$ cat src/rtl/demux_stream.sv
// One-to-N stream demultiplexer with a one-entry holding register per output channel.
// Define DEMUX_RR_EN to ignore in_sel and route words round-robin across channels.
module demux_stream #(
    parameter int WD     = 8,
    parameter int bitsel = 2
) (
    input  logic                     clk,
    input  logic                     rst_n,
    input  logic [WD-1:0]            in_data,
    input  logic [bitsel-1:0]        in_sel,
    input  logic                     in_valid,
    output logic                     in_ready,
    output logic [WD-1:0]            out_data [2**bitsel],
    output logic [(2**bitsel)-1:0]   out_valid,
    input  logic [(2**bitsel)-1:0]   out_ready,
    output logic [15:0]              xfer_cnt
);

    localparam int N = 2 ** bitsel;

    logic [bitsel-1:0] tgt;
    logic              accept;

`ifdef DEMUX_RR_EN
    logic [bitsel-1:0] rr_ptr;

    assign tgt = rr_ptr;

    // Pointer is exactly bitsel wide, so the natural wrap gives mod-N advance.
    always_ff @(posedge clk or negedge rst_n) begin
        if (!rst_n) begin
            rr_ptr <= '0;
        end else if (accept) begin
            rr_ptr <= rr_ptr + 1'b1;
        end
    end
`else
    assign tgt = in_sel;
`endif

    // A full channel can still take a word when its sink empties it on the same edge.
    assign in_ready = ~out_valid[tgt] | out_ready[tgt];
    assign accept   = in_valid & in_ready;

    always_ff @(posedge clk or negedge rst_n) begin
        if (!rst_n) begin
            out_valid <= '0;
            xfer_cnt  <= '0;
            // NOTE: the data registers are reset as well because outputs must read zero
            // during reset; a plain storage array would normally be left unreset.
            for (int k = 0; k < N; k++) begin
                out_data[k] <= '0;
            end
        end else begin
            // NOTE: non-blocking assignments here so every channel sees the same
            // pre-edge state regardless of loop order.
            for (int k = 0; k < N; k++) begin
                if (accept && (tgt == bitsel'(k))) begin
                    out_data[k]  <= in_data;
                    out_valid[k] <= 1'b1;
                end else if (out_ready[k]) begin
                    out_valid[k] <= 1'b0;
                end
            end
            if (accept) begin
                xfer_cnt <= xfer_cnt + 16'd1;
            end
        end
    end

endmodule

$ cat config.mk
export PLATFORM = sky130hd
export DESIGN_NAME = demux_stream
export DESIGN_NICKNAME = d
export VERILOG_FILES = /design/src/rtl/demux_stream.sv
export SDC_FILE = /design/constraint.sdc
export NUM_CORES = 1
export LEC_CHECK = 0
export ABC_AREA = 1
export CORE_MARGIN = 2
export CORE_UTILIZATION = 49
export CTS_CLUSTER_SIZE = 10
export DETAILED_ROUTE_END_ITERATION = 7
export PLACE_DENSITY = 0.81
export SYNTH_ARGS = -nofsm -noshare
export SYNTH_HDL_FRONTEND = slang
export SYNTH_SLANG_ARGS = --single-unit
$ cat constraint.sdc
create_clock -name clk -period 2.21 [get_ports clk]
set_input_delay 0.442 -clock clk [delete_from_list [all_inputs] [get_ports clk]]
set_output_delay 0.442 -clock clk [all_outputs]
set_load 0.02 [all_outputs]
==> results of run 1 <==
-- repair_timing --
item                                    CTS  global route
cloned                                    0             1
pin swaps                                 0             0
gates resized for setup                   4             4
endpoints found under the setup margin    2            17
-- stage by stage --
| stage | cells | power, mW |
|---|---|---|
| finish | 470 | 2.797 |
| global route | 470 | 2.963 |
| CTS | 469 | 2.816 |
| detailed placement | 461 | 2.253 |
| global placement | 461 | 2.231 |
| floorplan | 321 | 1.761 |
-- cell usage after synthesis --
library cell	number	share of area (%)
nand2_1	149	22
dfrtp_1	52	51
nand4_1	38	9.2
nor2_1	18	2.6
inv_1	15	2.2
nand3_1	12	2.3
o21ai_0	8	1.6
buf_6	7	3.1
xnor2_1	7	2.4
nand3_2	4	1.6
clkbuf_1	3	0.44
buf_1	1	0.15
buf_2	1	0.19
buf_4	1	0.29
clkinv_1	1	0.15
ha_1	1	0.49
inv_2	1	0.15
nand2_2	1	0.24
nor2_8	1	0.78
-- kinds of logic after synthesis --
| logic type | after synthesis |
|---|---|
| AO/OA/AOI/OAI | 8 |
| XOR/XNOR | 7 |
| adder cells (fa/ha/maj) | 1 |
| buffers and inverters | 30 |
| flip-flops | 52 |
| AND/OR/NAND/NOR | 223 |
-- layer usage --
metal | vias up | share of wire (%) | global-route usage [%]
met5 | - | 0 | 0
met4 | 0 | 1.7 | 7.091
met3 | 14 | 6.9 | 5.332
met2 | 99 | 51 | 42.12
met1 | 1151 | 40 | 29.72
li1 | 1203 | - | -
-- registers in the layout, summed over array words and instances (netlist names) --
register	cells
out_data	32
xfer_cnt	16
out_valid	4
-- area by class of cell --
type                    count  area share [%]
repair inverters            1          0.2168
repair buffers             83           23.13
flip-flops and latches     52           37.59
clock inverters             2          0.2891
multi-input cells         239           31.91
inverters                  17           1.952
clock buffers               6           2.385
well taps                  70           2.530
-- critical path, stage by stage --
cell             delay (ns)
clkdlybuf4s50_1        0.42
nand3_1                0.10
nand2_1                0.07
nor2_1                 0.12
nand2_2                0.09
clkdlybuf4s15_2        0.26
-- where the power goes --
part	internal (mW)	total (mW)	switching (mW)
Sequential	1.12	1.27	0.153
Combinational	0.444	0.964	0.520
Clock	0.251	0.561	0.310
-- worst paths after layout --
path	slack (ns)	to	from	depth (start not counted)
max	0.26	in_ready	out_ready[3]	6
min	0.23	xfer_cnt[2]	rst_n	2
max reg2reg	0.45	xfer_cnt[5]	out_valid[0]	10
min reg2reg	0.48	out_data[30]	out_data[30]	2
max in group asynchronous	1.53	out_data[26]	rst_n	2
min in group clk	0.48	out_data[30]	out_data[30]	2
==> summary.txt, run 1 <==
Setup Skew - 0.004042 ns
vias in the first global route - 2413
Peak supply drop - 0.4540 mV
Initial DRC Count - 126
post-layout min period - 1.946 ns
largest net degree at the start of global routing - 53
Avg Cell Area, Syn - 8.026 sq um
Num CTS Buffers - 5
CTS max path bufs - 2
Final Hold Fails - 0
count of yosys warnings during synthesis - 0
fin crit share - 88.04%
dpl ws - -0.3158 ns
Final Util - 68.22%
clk root buf - clkbuf_8
GPL Wtd Cong - 0.8538
status - complete, no violations
Synth Area in Compound Gates - 1.554%
Netlist Area Pre-Place - 0.002576 sq mm
drc violations - 0
Max FO, Critical Path - 2
share of layout cells above drive strength 1 - 8.250%
post-route setup slack - 0.2643 ns
TritonRoute pass-1 iters - 5
fill count - 442
FMAX - 0.5139 GHz
first-pass GRT wire length - 11380 um
via-per-instance ratio - 5.249
register area share after synthesis - 50.51%
Synth cell types - 19
clock latency on the worst-skew pair - 0.30 ns
WP data arrival - 1.50 ns
H-tree depth - 2
# Post-CTS Setup Buffers - 0
area grow syn2layout - 34.39%
Hold Slack - 0.2344 ns
FF+latch area - 0.001301 sq mm
I/O pin cnt - 70
Worst-Margin Slew - 0.6540 ns
initial antenna violation count - 0
adder-cell share of the synthesized area - 0.4857%
Cell Area, Placed - 0.003348 sq mm
routed length per placed instance - 14.23 um
multi-input combinational cell area - 0.001105 sq mm
max_slew headroom - 56.40%
Die Ht - 76.51 um
P per Cell Area - 808.0 mW/mm^2
GRT Total Usage - 24.03%
mux share of post-synthesis cell area - 0%
vias post-DR - 2467
Worst-path clk slew - 0.09 ns
post-route ant nets - 0
Final TNS setup - 0 ns
XOR/XNOR Fraction of Synth Area - 2.380%
aggregate routed wire length - 6687 um
cells after synthesis - 321
Synth Area in Simple Gates - 38.47%
class of the worst hold path - input port to async pin
startpoint class of the critical path - input port
Antenna Cells - 0
CP endpoint kind - output pin
fin nets - 417
max_cap viols - 0
commonest cells after routing, fill and taps aside - nand2_1 (149), clkdlybuf4s50_1 (65), dfrtp_1 (52), nand4_1 (38), nor2_1 (18)
RSZ-0062 raised after global routing - no
CORE AREA - 0.005075 sq mm
CTS Hold Bufs - 0
final instance area - 0.003462 sq mm
CTS sink cnt - 52
CP Class - input port to output pin
leading cell type in the layout, fill and taps excluded - nand2_1
largest family of logic cells by synthesized area - simple AND/OR/NAND/NOR gates
CTS tree - built
Post-Syn Nets - 339
Cell Rows - 26
Max Slew Vio Count - 0
Leak - 1.657 nW
full die area - 0.005854 sq mm
WP data required - 1.77 ns
buffers added on ports - 69
Initial Utilization - 50.76%
Die X - 76.51 um
Final Setup Violations - 0
post-synthesis register bit count - 52
GRT overflow - 0
Detail Placement HPWL - 4827 um
Note: power is estimated with default switching activity, not from simulation.
==> run 2: changes to the inputs <==
--- a/config.mk
+++ b/config.mk
@@ -5,12 +5,11 @@
 export SDC_FILE = /design/constraint.sdc
 export NUM_CORES = 1
 export LEC_CHECK = 0
-export ABC_AREA = 1
 export CORE_MARGIN = 2
 export CORE_UTILIZATION = 49
 export CTS_CLUSTER_SIZE = 10
 export DETAILED_ROUTE_END_ITERATION = 7
-export PLACE_DENSITY = 0.81
+export PLACE_DENSITY = 0.84
 export SYNTH_ARGS = -nofsm -noshare
 export SYNTH_HDL_FRONTEND = slang
 export SYNTH_SLANG_ARGS = --single-unit
==> run 2 against run 1 <==
Sequential power about the same. Non-clock buffer count up 1. Sequential share of layout area up 3.9 points. Clock-buffer cell count down 1. Via count down 37%. Register-to-register slack worse by 0.24 ns. Synthesized area down 16%. Critical endpoint is now xfer_cnt[15].
==> summary.txt, run 2 <==
commonest cells after routing, fill and taps aside - clkdlybuf4s50_1 (64), dfrtp_1 (52), mux2_2 (32), buf_4 (14), nand2_1 (9)
Setup Skew - 0.005388 ns (+0.001346 ns)
Avg Cell Area, Syn - 13.95 sq um (+74%)
Final TNS setup - 0 ns (unchanged)
fin nets - 262 (-37%)
WP data arrival - 2.35 ns (+0.85 ns)
area grow syn2layout - 44.11%
full die area - 0.004989 sq mm (-15%)
Peak supply drop - 0.5348 mV (+18%)
Post-synth top cells - dfrtp_1 (52), mux2_2 (32), nand2_1 (9), xor2_1 (8)
max FFs per register - 32 (unchanged)
post-route ant nets - 0 (unchanged)
CTS Hold Bufs - 0 (unchanged)
via-per-instance ratio - 5.237 (-0.22%)
max_cap viols - 0 (unchanged)
class of the worst hold path - input port to async pin
TritonRoute pass-1 iters - 4 (-1)
count leader, synth - dfrtp_1
I/O pin cnt - 70 (unchanged)
critical path cell sequence - clkdlybuf4s50_1 > nor2b_1 > mux4_2 > buf_6 > or4b_1 > xnor2_1
Leak - 1.386 nW (-16%)
Initial Utilization - 50.32% (-0.45 points)
ranking of synthesized cells by area - dfrtp_1 (60%), mux2_2 (17%), xor2_1 (3.2%)
Post-synth EDFFs - 0 (unchanged)
Detail Placement HPWL - 3575 um (-26%)
ys async rst share - 100.0% (unchanged)
leading cell type in the layout, fill and taps excluded - clkdlybuf4s50_1
Top reg by flops - out_data
Worst-path clk slew - 0.08 ns (about the same)
Critical-path top delay cell - or4b_1
FMAX - 0.4675 GHz (-9.0%)
H-tree depth - 2 (unchanged)
Cell Area, Placed - 0.003017 sq mm (-9.9%)
CTS max path bufs - 2 (unchanged)
startpoint class of the critical path - input port
Initial DRC Count - 109 (-13%)
P per Cell Area - 915.9 mW/mm^2 (+13%)
cells after synthesis - 156 (-51%)
RSZ-0062 raised after global routing - no
buffers added on ports - 69 (unchanged)
Final Setup Violations - 0 (unchanged)
Pwr Total - 2.872 mW (+2.7%)
Worst-Margin Slew - 0.5295 ns (-0.1245 ns)
routed length per placed instance - 16.29 um (+14%)
CTS sink cnt - 52 (unchanged)
Cell Rows - 24 (-7.7%)
cell taking the most area after synthesis - dfrtp_1
Final Hold Fails - 0 (unchanged)
largest registers - out_data x32, xfer_cnt x16, out_valid x4
drc violations - 0 (unchanged)
Num CTS Buffers - 5 (unchanged)
post-layout min period - 2.139 ns (+0.1933 ns)
largest net degree at the start of global routing - 30 (-43%)
CORE AREA - 0.004324 sq mm (-15%)
Max Slew Vio Count - 0 (unchanged)
vias in the first global route - 1628 (-33%)
Post-Syn Nets - 174 (-49%)
dpl ws - -0.4675 ns (-0.1517 ns)
Final Util - 72.51% (+4.3 points)
WP data required - 2.42 ns (+0.65 ns)
count of yosys warnings during synthesis - 0 (unchanged)
placed insts - 287 (-38%)
Max FO, Critical Path - 10 (+8)
Critical Path Max Stage Delay - 0.53 ns (+0.11 ns)
Hold Slack - 0.1196 ns (-0.1149 ns)
fin crit share - 96.79% (+8.7 points)
CTS tree - built
Netlist Area Pre-Place - 0.002176 sq mm (-16%)
max_slew headroom - 64.70% (+8.3 points)
register area share after synthesis - 59.80% (+9.3 points)
CP endpoint kind - register
status - complete, no violations
initial antenna violation count - 0 (unchanged)
share of layout cells above drive strength 1 - 26.34% (+18 points)
Die X - 70.64 um (-7.7%)
GRT Total Usage - 20.32% (-3.7 points)
aggregate routed wire length - 4805 um (-28%)
clock latency on the worst-skew pair - 0.29 ns (about the same)
post-route setup slack - 0.07101 ns (-0.1933 ns)
first-pass GRT wire length - 7941 um (-30%)
Die Ht - 70.64 um (-7.7%)
fill count - 311 (-30%)
vias post-DR - 1545 (-37%)
Layout Cells excl Fill - 295 (-37%)
clk root buf - clkbuf_8
GRT overflow - 0 (unchanged)
Antenna Cells - 0 (unchanged)
post-synthesis register bit count - 52 (unchanged)
CP Class - input port to register
Main synth FF type - dfrtp_1
GPL Wtd Cong - 0.8060 (-5.6%)
share of the synthesized area in the top cell type - 59.80% (+9.3 points)
Synth cell types - 30 (+11)
final instance area - 0.003136 sq mm (-9.4%)
run 2: cell families (layout without fill, tap and decap cells):
| logic type | count (synthesis) | count (layout) | share of synthesized area [%] |
|---|---|---|---|
| compound gates | 2 | 2 | 0.4601 |
| xor+xnor | 15 | 15 | 6.038 |
| fa+ha+maj | 1 | 1 | 0.5750 |
| buf+inv | 5 | 92 | 1.264 |
| flops | 52 | 52 | 59.80 |
| mux | 34 | 34 | 18.11 |
| simple gates | 47 | 47 | 13.74 |
run 2: layout make-up:
class,instances,area [sq um],share of cell area [%]
Sequential cell,52,1301,41.50
Clock buffer,5,68.82,2.195
Clock inverter,1,30.03,0.9577
Tap cell,52,65.06,2.075
Inverter,2,7.507,0.2394
Multi-Input combinational cell,99,847.1,27.02
Timing Repair Buffer,84,815.8,26.02
run 2: where the power goes:
part	switching (mW)	internal [mW]
Combinational	0.466	0.524
Sequential	0.140	1.14
Clock	0.278	0.325
run 2: worst max-delay path: cells and delay by family:
kind          cells  cell delay, ns
buf+inv           2            0.63
xor+xnor          1            0.18
simple gates      2            0.60
mux               1            0.49
run 2: final timing paths:
path	start	to	slack, ns	cells after the start
max	out_ready[0]	xfer_cnt[15]	0.07	6
max reg2reg	out_valid[1]	xfer_cnt[15]	0.21	5
max in group asynchronous	rst_n	out_data[15]	1.55	2
min reg2reg	xfer_cnt[15]	xfer_cnt[15]	0.49	1
min	rst_n	xfer_cnt[3]	0.12	1
min in group clk	xfer_cnt[15]	xfer_cnt[15]	0.49	1
run 2: metal layers:
| metal | track usage (%) | up-vias | routed length, um |
|---|---|---|---|
| met2 | 33.02 | 64 | 2355 |
| met1 | 26.71 | 752 | 2029 |
| met5 | 0 | - | 0 |
| li1 | - | 725 | - |
| met3 | 7.265 | 4 | 387 |
| met4 | 4.403 | 0 | 33 |
run 2: what timing repair did:
action                                  4_1_cts  5_1_grt
buffers inserted                              0        2
endpoints found under the setup margin        2        2
resized for setup                             5        4
pin swaps                                     0        1
